**config.mk**
```make
export PLATFORM = sky130hd
export DESIGN_NAME = lsu_mem_ctrl
export DESIGN_NICKNAME = d
export VERILOG_FILES = /design/src/rtl/lsu_mem_ctrl.sv
export SDC_FILE = /design/constraint.sdc
export NUM_CORES = 1
export LEC_CHECK = 0
export BUFFER_PORTS_ARGS = -buffer_cell sky130_fd_sc_hd__buf_2
export CAP_MARGIN = 20
export CORE_MARGIN = 5
export CORE_UTILIZATION = 54
export CTS_BUF_LIST = sky130_fd_sc_hd__clkbuf_16
export DETAILED_ROUTE_END_ITERATION = 8
export HOLD_SLACK_MARGIN = 0.1
export PLACE_DENSITY = 0.86
export SLEW_MARGIN = 20
export SYNTH_ARGS = -nofsm -noshare
export SYNTH_HDL_FRONTEND = slang
export SYNTH_SLANG_ARGS = --single-unit
```
**constraint.sdc**
```tcl
create_clock -name clk -period 5.1 [get_ports clk]
set_input_delay 0.765 -clock clk [delete_from_list [all_inputs] [get_ports clk]]
set_output_delay 0.765 -clock clk [all_outputs]
set_load 0.1 [all_outputs]
```
**src/rtl/lsu_mem_ctrl.sv**
```systemverilog
// Load/store unit: one outstanding RV32I access to the unified memory/MMIO bus,
// with byte-lane masking, load extension, misalignment trapping and an ack timeout.
module lsu_mem_ctrl #(
  parameter int ADDR_W      = 32,
  parameter int TIMEOUT_CYC = 255,
  parameter int TO_W        = 8
) (
  input  logic              clk,
  input  logic              reset,
  input  logic              req_valid,
  output logic              req_ready,
  input  logic              req_we,
  input  logic [2:0]        req_funct3,
  input  logic [ADDR_W-1:0] req_addr,
  input  logic [31:0]       req_wdata,
  output logic              resp_valid,
  output logic [31:0]       resp_rdata,
  output logic              resp_err,
  output logic              mem_req,
  output logic              mem_we,
  output logic [ADDR_W-1:0] mem_addr,
  output logic [3:0]        mem_wmask,
  output logic [31:0]       mem_wdata,
  input  logic              mem_ack,
  input  logic [31:0]       mem_rdata
);

  localparam int NUM_LANES = 4;
  localparam logic [TO_W-1:0] TO_LAST = TO_W'(TIMEOUT_CYC - 1);

  typedef enum logic [1:0] {IDLE, ACCESS, RESP} state_t;

  typedef struct packed {
    logic              we;
    logic [2:0]        f3;
    logic [ADDR_W-1:0] addr;
    logic [31:0]       wdata;
  } req_t;

  state_t            state, state_d;
  logic [TO_W-1:0]   cnt, cnt_d;
  req_t              req_q, req_d, req_in;
  logic              err_q, err_d;
  logic [31:0]       rdata_q, rdata_d;
  logic              illegal;
  logic [7:0]        ld_byte;
  logic [15:0]       ld_half;
  logic [31:0]       ld_ext;
  logic              st_act;

  assign req_in = '{we: req_we, f3: req_funct3, addr: req_addr, wdata: req_wdata};

  always_comb begin
    illegal = 1'b0;
    if (!req_we && (req_funct3 == 3'd3 || req_funct3 == 3'd6 || req_funct3 == 3'd7))
      illegal = 1'b1;
    if (req_we && req_funct3 > 3'd2)
      illegal = 1'b1;
    if (req_funct3[1:0] == 2'd1 && req_addr[0])
      illegal = 1'b1;
    if (req_funct3[1:0] == 2'd2 && req_addr[1:0] != 2'b00)
      illegal = 1'b1;
  end

  // funct3[2] selects zero extension (lbu/lhu)
  assign ld_byte = mem_rdata[{req_q.addr[1:0], 3'b000} +: 8];
  assign ld_half = mem_rdata[{req_q.addr[1], 4'b0000} +: 16];

  always_comb begin
    case (req_q.f3[1:0])
      2'd0:    ld_ext = {{24{~req_q.f3[2] & ld_byte[7]}}, ld_byte};
      2'd1:    ld_ext = {{16{~req_q.f3[2] & ld_half[15]}}, ld_half};
      default: ld_ext = mem_rdata;
    endcase
  end

  always_ff @(posedge clk or negedge reset) begin
    if (!reset) begin
      state   <= IDLE;
      cnt     <= '0;
      req_q   <= '0;
      err_q   <= 1'b0;
      rdata_q <= '0;
    end else begin
      state   <= state_d;
      cnt     <= cnt_d;
      req_q   <= req_d;
      err_q   <= err_d;
      rdata_q <= rdata_d;
    end
  end

  always_comb begin
    state_d = state;
    cnt_d   = cnt;
    req_d   = req_q;
    err_d   = err_q;
    rdata_d = rdata_q;
    case (state)
      IDLE: begin
        cnt_d = '0;
        if (req_valid) begin
          req_d   = req_in;
          err_d   = illegal;
          rdata_d = '0;
          state_d = illegal ? RESP : ACCESS;
        end
      end
      ACCESS: begin
        if (mem_ack) begin
          err_d   = 1'b0;
          rdata_d = req_q.we ? 32'h0 : ld_ext;
          state_d = RESP;
        end else begin
          cnt_d = cnt + TO_W'(1);
          if (cnt == TO_LAST) begin
            err_d   = 1'b1;
            rdata_d = '0;
            state_d = RESP;
          end
        end
      end
      RESP:    state_d = IDLE;
      default: state_d = IDLE;
    endcase
  end

  assign req_ready  = (state == IDLE);
  assign resp_valid = (state == RESP);
  assign resp_err   = resp_valid & err_q;
  assign resp_rdata = resp_valid ? rdata_q : 32'h0;
  assign mem_req    = (state == ACCESS);
  assign mem_we     = mem_req & req_q.we;
  assign mem_addr   = mem_req ? {req_q.addr[ADDR_W-1:2], 2'b00} : '0;
  assign st_act     = mem_req & req_q.we;

  // Each byte lane picks its enable and replicated source byte from the access size
  for (genvar i = 0; i < NUM_LANES; i++) begin : g_lane
    always_comb begin
      mem_wmask[i]        = 1'b0;
      mem_wdata[8*i +: 8] = 8'h0;
      if (st_act) begin
        case (req_q.f3[1:0])
          2'd0: begin
            mem_wmask[i]        = (req_q.addr[1:0] == 2'(i));
            mem_wdata[8*i +: 8] = req_q.wdata[7:0];
          end
          2'd1: begin
            mem_wmask[i]        = (req_q.addr[1] == 1'(i / 2));
            mem_wdata[8*i +: 8] = req_q.wdata[8*(i%2) +: 8];
          end
          default: begin
            mem_wmask[i]        = 1'b1;
            mem_wdata[8*i +: 8] = req_q.wdata[8*i +: 8];
          end
        endcase
      end
    end
  end

endmodule

```
==> out/metrics.yaml, run 1 <==
grt:
  grt-ovfl-total: 0
  grtUsageTotal_pct: 25.0
  grt_max_degree: 64
  antenna_found_initial: 2
  grt_pass1_vias: 4975
  grt_pass1_wl_mm: 25.6
floorplanning:
  die-width_um: 113
  ioPinCount: 209
  rows: 37
  core_um2: 10400
  initial_core_util_pct: 55.8
  die_h_um: 113
  die-area_um2: 12900
critical_path:
  crit_path_end_kind: "primary output"
  worst_ep_required_time_ns: 4.34
  cp_data_arrival_time_ns: 2.78
  startpoint_type: "register"
  reg2reg_slack_ns: 2.37
  crit_fanout: 42
  crit_type: "register to primary output"
placed_design:
  detailed_place_hpwl_mm: 11.9
  port_buffers: 206
  place_congestion: 0.888
  dp.cells: 833
  place_ws_ns: 1.95
detailed_routing:
  drt_iter0_markers: 382
  drc_errors: 0
  vias: 4876
  routed_wl_mm: 16.2
  dr.pass1.iters: 5
  ant_nets: 0
  wl_per_cell_um: 19.0
  vias_per_cell: 5.74
cts:
  htreeDepth: 3
  clockRootBuffer: "clkbuf_16"
  cts_setup_buffers: 0
  postCtsHoldBufs: 0
  tritoncts: "yes"
  clk_pin_slew_ns: 0.07
  clk_latency_ns: 0.35
  numCtsBuffers: 9
  clock-sinks: 111
  cts_buffer_depth: 2
  cts_resized: 0
logic_synthesis:
  yosysWarnings: 0
  synth_compound_area_share_pct: 14.8
  muxShareOfSynthArea_pct: 16.4
  synth_top_area_cell: "dfrtp_1"
  async_flop_share_pct: 100
  synth-xor-area-share_pct: 0
  netlist_instances: 529
  yosys-top-cells-area: "dfrtp_1 (48%), mux2_2 (13%), and2_1 (7.0%), mux2i_1 (2.9%), a21oi_1 (2.7%)"
  synth.distinct_cells: 46
  synthSimpleGateAreaFrac_pct: 15.8
  avgSynthCellArea_um2: 10.9
  synth_edf_count: 0
  synth_top_family_by_area: "multiplexers"
  synth_fa_ha_area_share_pct: 0.433
  synthFlopType: "dfrtp_1"
  ys_seq_area_share_pct: 48.0
  ys_seq_elements: 111
  netlist_area_um2: 5780
  yosysMostFrequentCell: "dfrtp_1"
  synthTopCellsByCount: "dfrtp_1 (111), mux2_2 (66), and2_1 (65)"
  yosys.area.top_type_share_pct: 48.0
sta:
  fin_crit_ns: 3.55
  worst_slew_margin_rel_pct: 29.5
  skew_ns: 0.00725
  setup_viol: 0
  hold_violations: 0
  rsz0062_at_grt: "false"
  slew_violations: 0
  fin_ws_ns: 1.55
  tns_ns: 0
  fin_crit_sh_pct: 69.5
  worstMarginPinSlew_ns: 1.05
  holdWs_ns: 0.489
  fmax_mhz: 282
cells_and_area:
  n_antenna_cell: 0
  final_cells: 849
  drive_above_1_share_pct: 43.5
  nNetsFinal: 814
  post-route-util_pct: 68.2
  syn_to_final_growth_pct: 22.3
run_status:
  status: "complete, no violations"
flow_run:
  maxCapViolCount: 0
power:
  p_leak_nw: 3.60
  ir_drop_mv: 0.347
  pwr_density_cell_nw_per_um2: 477
hold_path:
  min-delay-path-class: "register to register"
[cell type report]
| type | instances | area [um2] |
|---|---|---|
| fillers | 807 | 3300 |
| flip-flops and latches | 111 | 2780 |
| multi-input cells | 369 | 2750 |
| repair buffers | 210 | 1060 |
| clock buffers | 9 | 225 |
| well taps | 136 | 170 |
| clock inverters | 7 | 52.6 |
| inverters | 7 | 26.3 |
[logic make-up after synthesis]
logic type	Yosys count
AO/OA/AOI/OAI	114
flip-flops	111
AND/OR/NAND/NOR	166
adder cells (fa/ha/maj)	2
buffers and inverters	50
other	1
multiplexers	85
[metal layers]
metal | wire length [um] | GRT usage [%] | part of all wire (%) | up-vias
met2 | 7860 | 41.0 | 49 | 248
met1 | 6310 | 31.9 | 39 | 2351
li1 | - | - | - | 2239
met4 | 342 | 8.65 | 2.1 | 4
met3 | 1620 | 7.27 | 10 | 34
met5 | 27 | 0 | 0.17 | -
[worst max-delay path, cell delays in order, from the launching register on]
cell,delay [ns]
dfrtp_1,0.42
and2b_1,0.21
buf_4,0.32
nand2_1,0.61
a21oi_1,0.37
buf_2,0.48
[worst paths after layout]
path | endpoint | startpoint | cells after the start
max in group asynchronous | req_q[54] | reset | 2
min | rdata_q[8] | rdata_q[8] | 1
max | mem_wdata[13] | state[1] | 5
min in group asynchronous | rdata_q[3] | reset | 1
max reg2reg | rdata_q[18] | req_q[65] | 3
min reg2reg | rdata_q[8] | rdata_q[8] | 1
[power by group]
group / internal, mW / leakage [nW] / total (mW) / switching [mW]
Sequential: 1.10 / 1.39 / 1.35 / 0.250
Clock: 0.332 / 0.129 / 0.665 / 0.333
Combinational: 0.450 / 2.09 / 1.35 / 0.902
Total: 1.89 / 3.60 / 3.37 / 1.48
[layout by cell type, fill, tap and decap left out, types with 8 or more instances in the layout]
cell	instances
a221o_1	12
a21oi_1	31
a22o_1	8
nor2_1	31
and3_1	8
mux2i_1	17
nand2b_1	9
buf_2	205
clkbuf_16	9
o21ai_0	10
and2_1	64
nand2_1	25
dfrtp_1	110
mux2_2	66
a221oi_1	15
o22ai_1	8
o2bb2ai_1	8
[registers in the layout, summed over array words and instances (netlist names)]
| signal | flops |
|---|---|
| req_q | 68 |
| rdata_q | 32 |
| err_q | 1 |
| state | 2 |
| cnt | 8 |
[stage by stage]
step	power (mW)	area [um2]
finish	3.37	7070
global route	3.54	7070
CTS	3.37	7070
detailed placement	2.71	6790
global placement	2.67	6790
floorplan	2.42	5790
No activity file was read; power rests on OpenSTA's default activity.
==> inputs of run 2 (changes only) <==
--- a/config.mk
+++ b/config.mk
@@ -5,14 +5,15 @@
 export SDC_FILE = /design/constraint.sdc
 export NUM_CORES = 1
 export LEC_CHECK = 0
+export ABC_AREA = 1
 export BUFFER_PORTS_ARGS = -buffer_cell sky130_fd_sc_hd__buf_2
 export CAP_MARGIN = 20
 export CORE_MARGIN = 5
-export CORE_UTILIZATION = 54
+export CORE_UTILIZATION = 51
 export CTS_BUF_LIST = sky130_fd_sc_hd__clkbuf_16
 export DETAILED_ROUTE_END_ITERATION = 8
 export HOLD_SLACK_MARGIN = 0.1
-export PLACE_DENSITY = 0.86
+export PLACE_DENSITY = 0.81
 export SLEW_MARGIN = 20
 export SYNTH_ARGS = -nofsm -noshare
 export SYNTH_HDL_FRONTEND = slang
==> constraint.sdc (replaced) <==
create_clock -name clk -period 3.4 [get_ports clk]
set_input_delay 0.51 -clock clk [delete_from_list [all_inputs] [get_ports clk]]
set_output_delay 0.51 -clock clk [all_outputs]
set_load 0.1 [all_outputs]
==> out/metrics.yaml, run 2 <==
power:
  netSwitchingFraction_pct: 53.7
  comb_power_share_pct: 54.1
  power.internal_mw: 3.19
  p_clk_share_pct: 16.0
  p_switching_mw: 3.71
  pwr-share-seq_pct: 30.0
  p_leak_nw: 4.26
  ir_drop_mv: 0.755
  pwr_density_cell_nw_per_um2: 928
logic_synthesis:
  synth_edf_count: 0
  ys_seq_elements: 111
  async_flop_share_pct: 100
  synthTopCellsByCount: "nand2_1 (187), nor2_1 (149), inv_1 (114)"
  synth_top_area_cell: "dfrtp_1"
  synth.distinct_cells: 34
  yosys-top-cells-area: "dfrtp_1 (46%), nand2_1 (12%), nor2_1 (9.3%), inv_1 (7.1%), a21oi_1 (6.2%)"
  netlist_area_um2: 6040
  yosysMostFrequentCell: "nand2_1"
  synthFlopType: "dfrtp_1"
  ys_seq_area_share_pct: 46.0
  netlist_instances: 803
  yosysWarnings: 0
  avgSynthCellArea_um2: 7.53
  yosys.area.top_type_share_pct: 46.0
floorplanning:
  ioPinCount: 209
  die_h_um: 119
  initial_core_util_pct: 52.5
  rows: 39
  die-area_um2: 14100
  die-width_um: 119
  core_um2: 11500
cts:
  postCtsHoldBufs: 0
  cts_setup_buffers: 0
  clockRootBuffer: "clkbuf_16"
  cts_buffer_depth: 2
  clock-sinks: 111
  htreeDepth: 3
  cts_resized: 0
  clk_pin_slew_ns: 0.08
  clk_latency_ns: 0.36
  tritoncts: "yes"
  numCtsBuffers: 9
critical_path:
  r2r_start: "req_q[33]"
  crit_path_end_kind: "primary output"
  crit_type: "register to primary output"
  worst_path_largest_cell_delay_ns: 0.45
  cp_data_arrival_time_ns: 2.38
  crit_fanout: 34
  startpoint_type: "register"
  worst_ep_required_time_ns: 2.89
  crit_path_frequent_cell: "inv_2"
  crit_buf_inv: 4
  crit_chain: "inv_2 -> nand2_4 -> nor2_1 -> buf_4 -> inv_2 -> a21oi_1 -> buf_2"
  cpLargestDelayFamily: "buffers and inverters"
  crit_slowest_cell: "buf_2"
  critPathLaunch: "state[1]"
cells_and_area:
  syn_to_final_growth_pct: 23.0
  post-route-util_pct: 64.6
  final_cells: 1137
  nNetsFinal: 1095
  top_register: "req_q"
  final_cell_area_um2: 7430
  final_cell_mix: "buf_2 (203), nand2_1 (186), nor2_1 (148)"
  n_antenna_cell: 0
  final_common_cell: "buf_2"
  largestRegisters: "req_q (68), rdata_q (32), cnt (8)"
  drive_above_1_share_pct: 29.2
  fillers: 1044
  largest_register_ffs: 68
placed_design:
  detailed_place_hpwl_mm: 12.8
  place_congestion: 0.871
  dp.cells: 1121
  port_buffers: 206
  place_area_um2: 7130
sta:
  worstMarginPinSlew_ns: 0.988
  holdWs_ns: 0.155
  tns_ns: 0
  fin_crit_ns: 2.89
  hold_violations: 0
  fmax_mhz: 346
  skew_ns: 0.00724
  setup_viol: 0
  slew_violations: 0
  rsz0062_at_grt: "false"
  fin_crit_sh_pct: 84.9
  worst_slew_margin_rel_pct: 34.1
run_status:
  status: "complete, no violations"
grt:
  grt_pass1_wl_mm: 27.7
  grt_max_degree: 70
  grtUsageTotal_pct: 24.4
  antenna_found_initial: 1
  grt_pass1_vias: 5519
  grt-ovfl-total: 0
flow_run:
  maxCapViolCount: 0
hold_path:
  min-delay-path-class: "input pin to asynchronous set/reset pin"
detailed_routing:
  routed_wl_mm: 17.1
  vias_per_cell: 5.07
  wl_per_cell_um: 15.1
  drc_errors: 0
  vias: 5761
  dr.pass1.iters: 5
  drt_iter0_markers: 386
  ant_nets: 0
[run 2: logic make-up after synthesis]
family | Yosys count | synth area share, %
buffers and inverters | 163 | 11.7
DFF | 111 | 46.0
adders and majority gates | 2 | 0.414
AOI/OAI and AO/OA | 113 | 10.1
other | 1 | 0.0621
muxes | 23 | 4.29
and+or+nand+nor | 390 | 27.5
[run 2: path summary, 6_finish.rpt]
check,to,slack (ns),cells past startpoint
setup / recovery,mem_wdata[19],0.51,7
hold / removal,cnt[2],0.15,1
setup reg to reg,rdata_q[18],1.44,7
hold reg to reg,rdata_q[24],0.48,2
max in group asynchronous,rdata_q[25],2.46,2
min in group clk,req_q[31],0.38,2
[run 2: area by class of cell]
class / instances / area (um2) / area share, %
clock buffer: 9 / 225 / 3.03
sequential: 111 / 2780 / 37.4
multi-input combinational: 530 / 2580 / 34.7
inverter: 125 / 474 / 6.38
timing repair buffer: 212 / 1120 / 15.1
clock inverter: 7 / 80.1 / 1.08
tap: 143 / 179 / 2.41
[run 2: stage by stage]
stage	power, mW	setup WS, ns
floorplan	5.17	-0.153
global placement	5.78	0.975
CTS	6.92	0.494
finish	6.90	0.513
global route	7.29	0.302
detailed placement	5.82	0.887
[run 2: power by group through the flow]
| stage | clock network (mW) | registers (mW) | logic [mW] |
|---|---|---|---|
| after floorplan | 0 | 1.97 | 3.20 |
| after global placement | 0 | 2.07 | 3.71 |
| after detailed placement | 0 | 2.09 | 3.73 |
| after CTS | 1.11 | 2.06 | 3.74 |
| after global routing | 1.16 | 2.12 | 4.01 |
| final | 1.10 | 2.07 | 3.73 |
[run 2: layer usage]
| metal | part of all wire, % | global-route usage [%] | vias to the layer above |
|---|---|---|---|
| met5 | 0.041 | 0 | - |
| met4 | 2.0 | 7.31 | 2 |
| met3 | 9.4 | 7.39 | 27 |
| met2 | 46 | 39.1 | 261 |
| met1 | 43 | 32.0 | 2634 |
| li1 | - | - | 2837 |
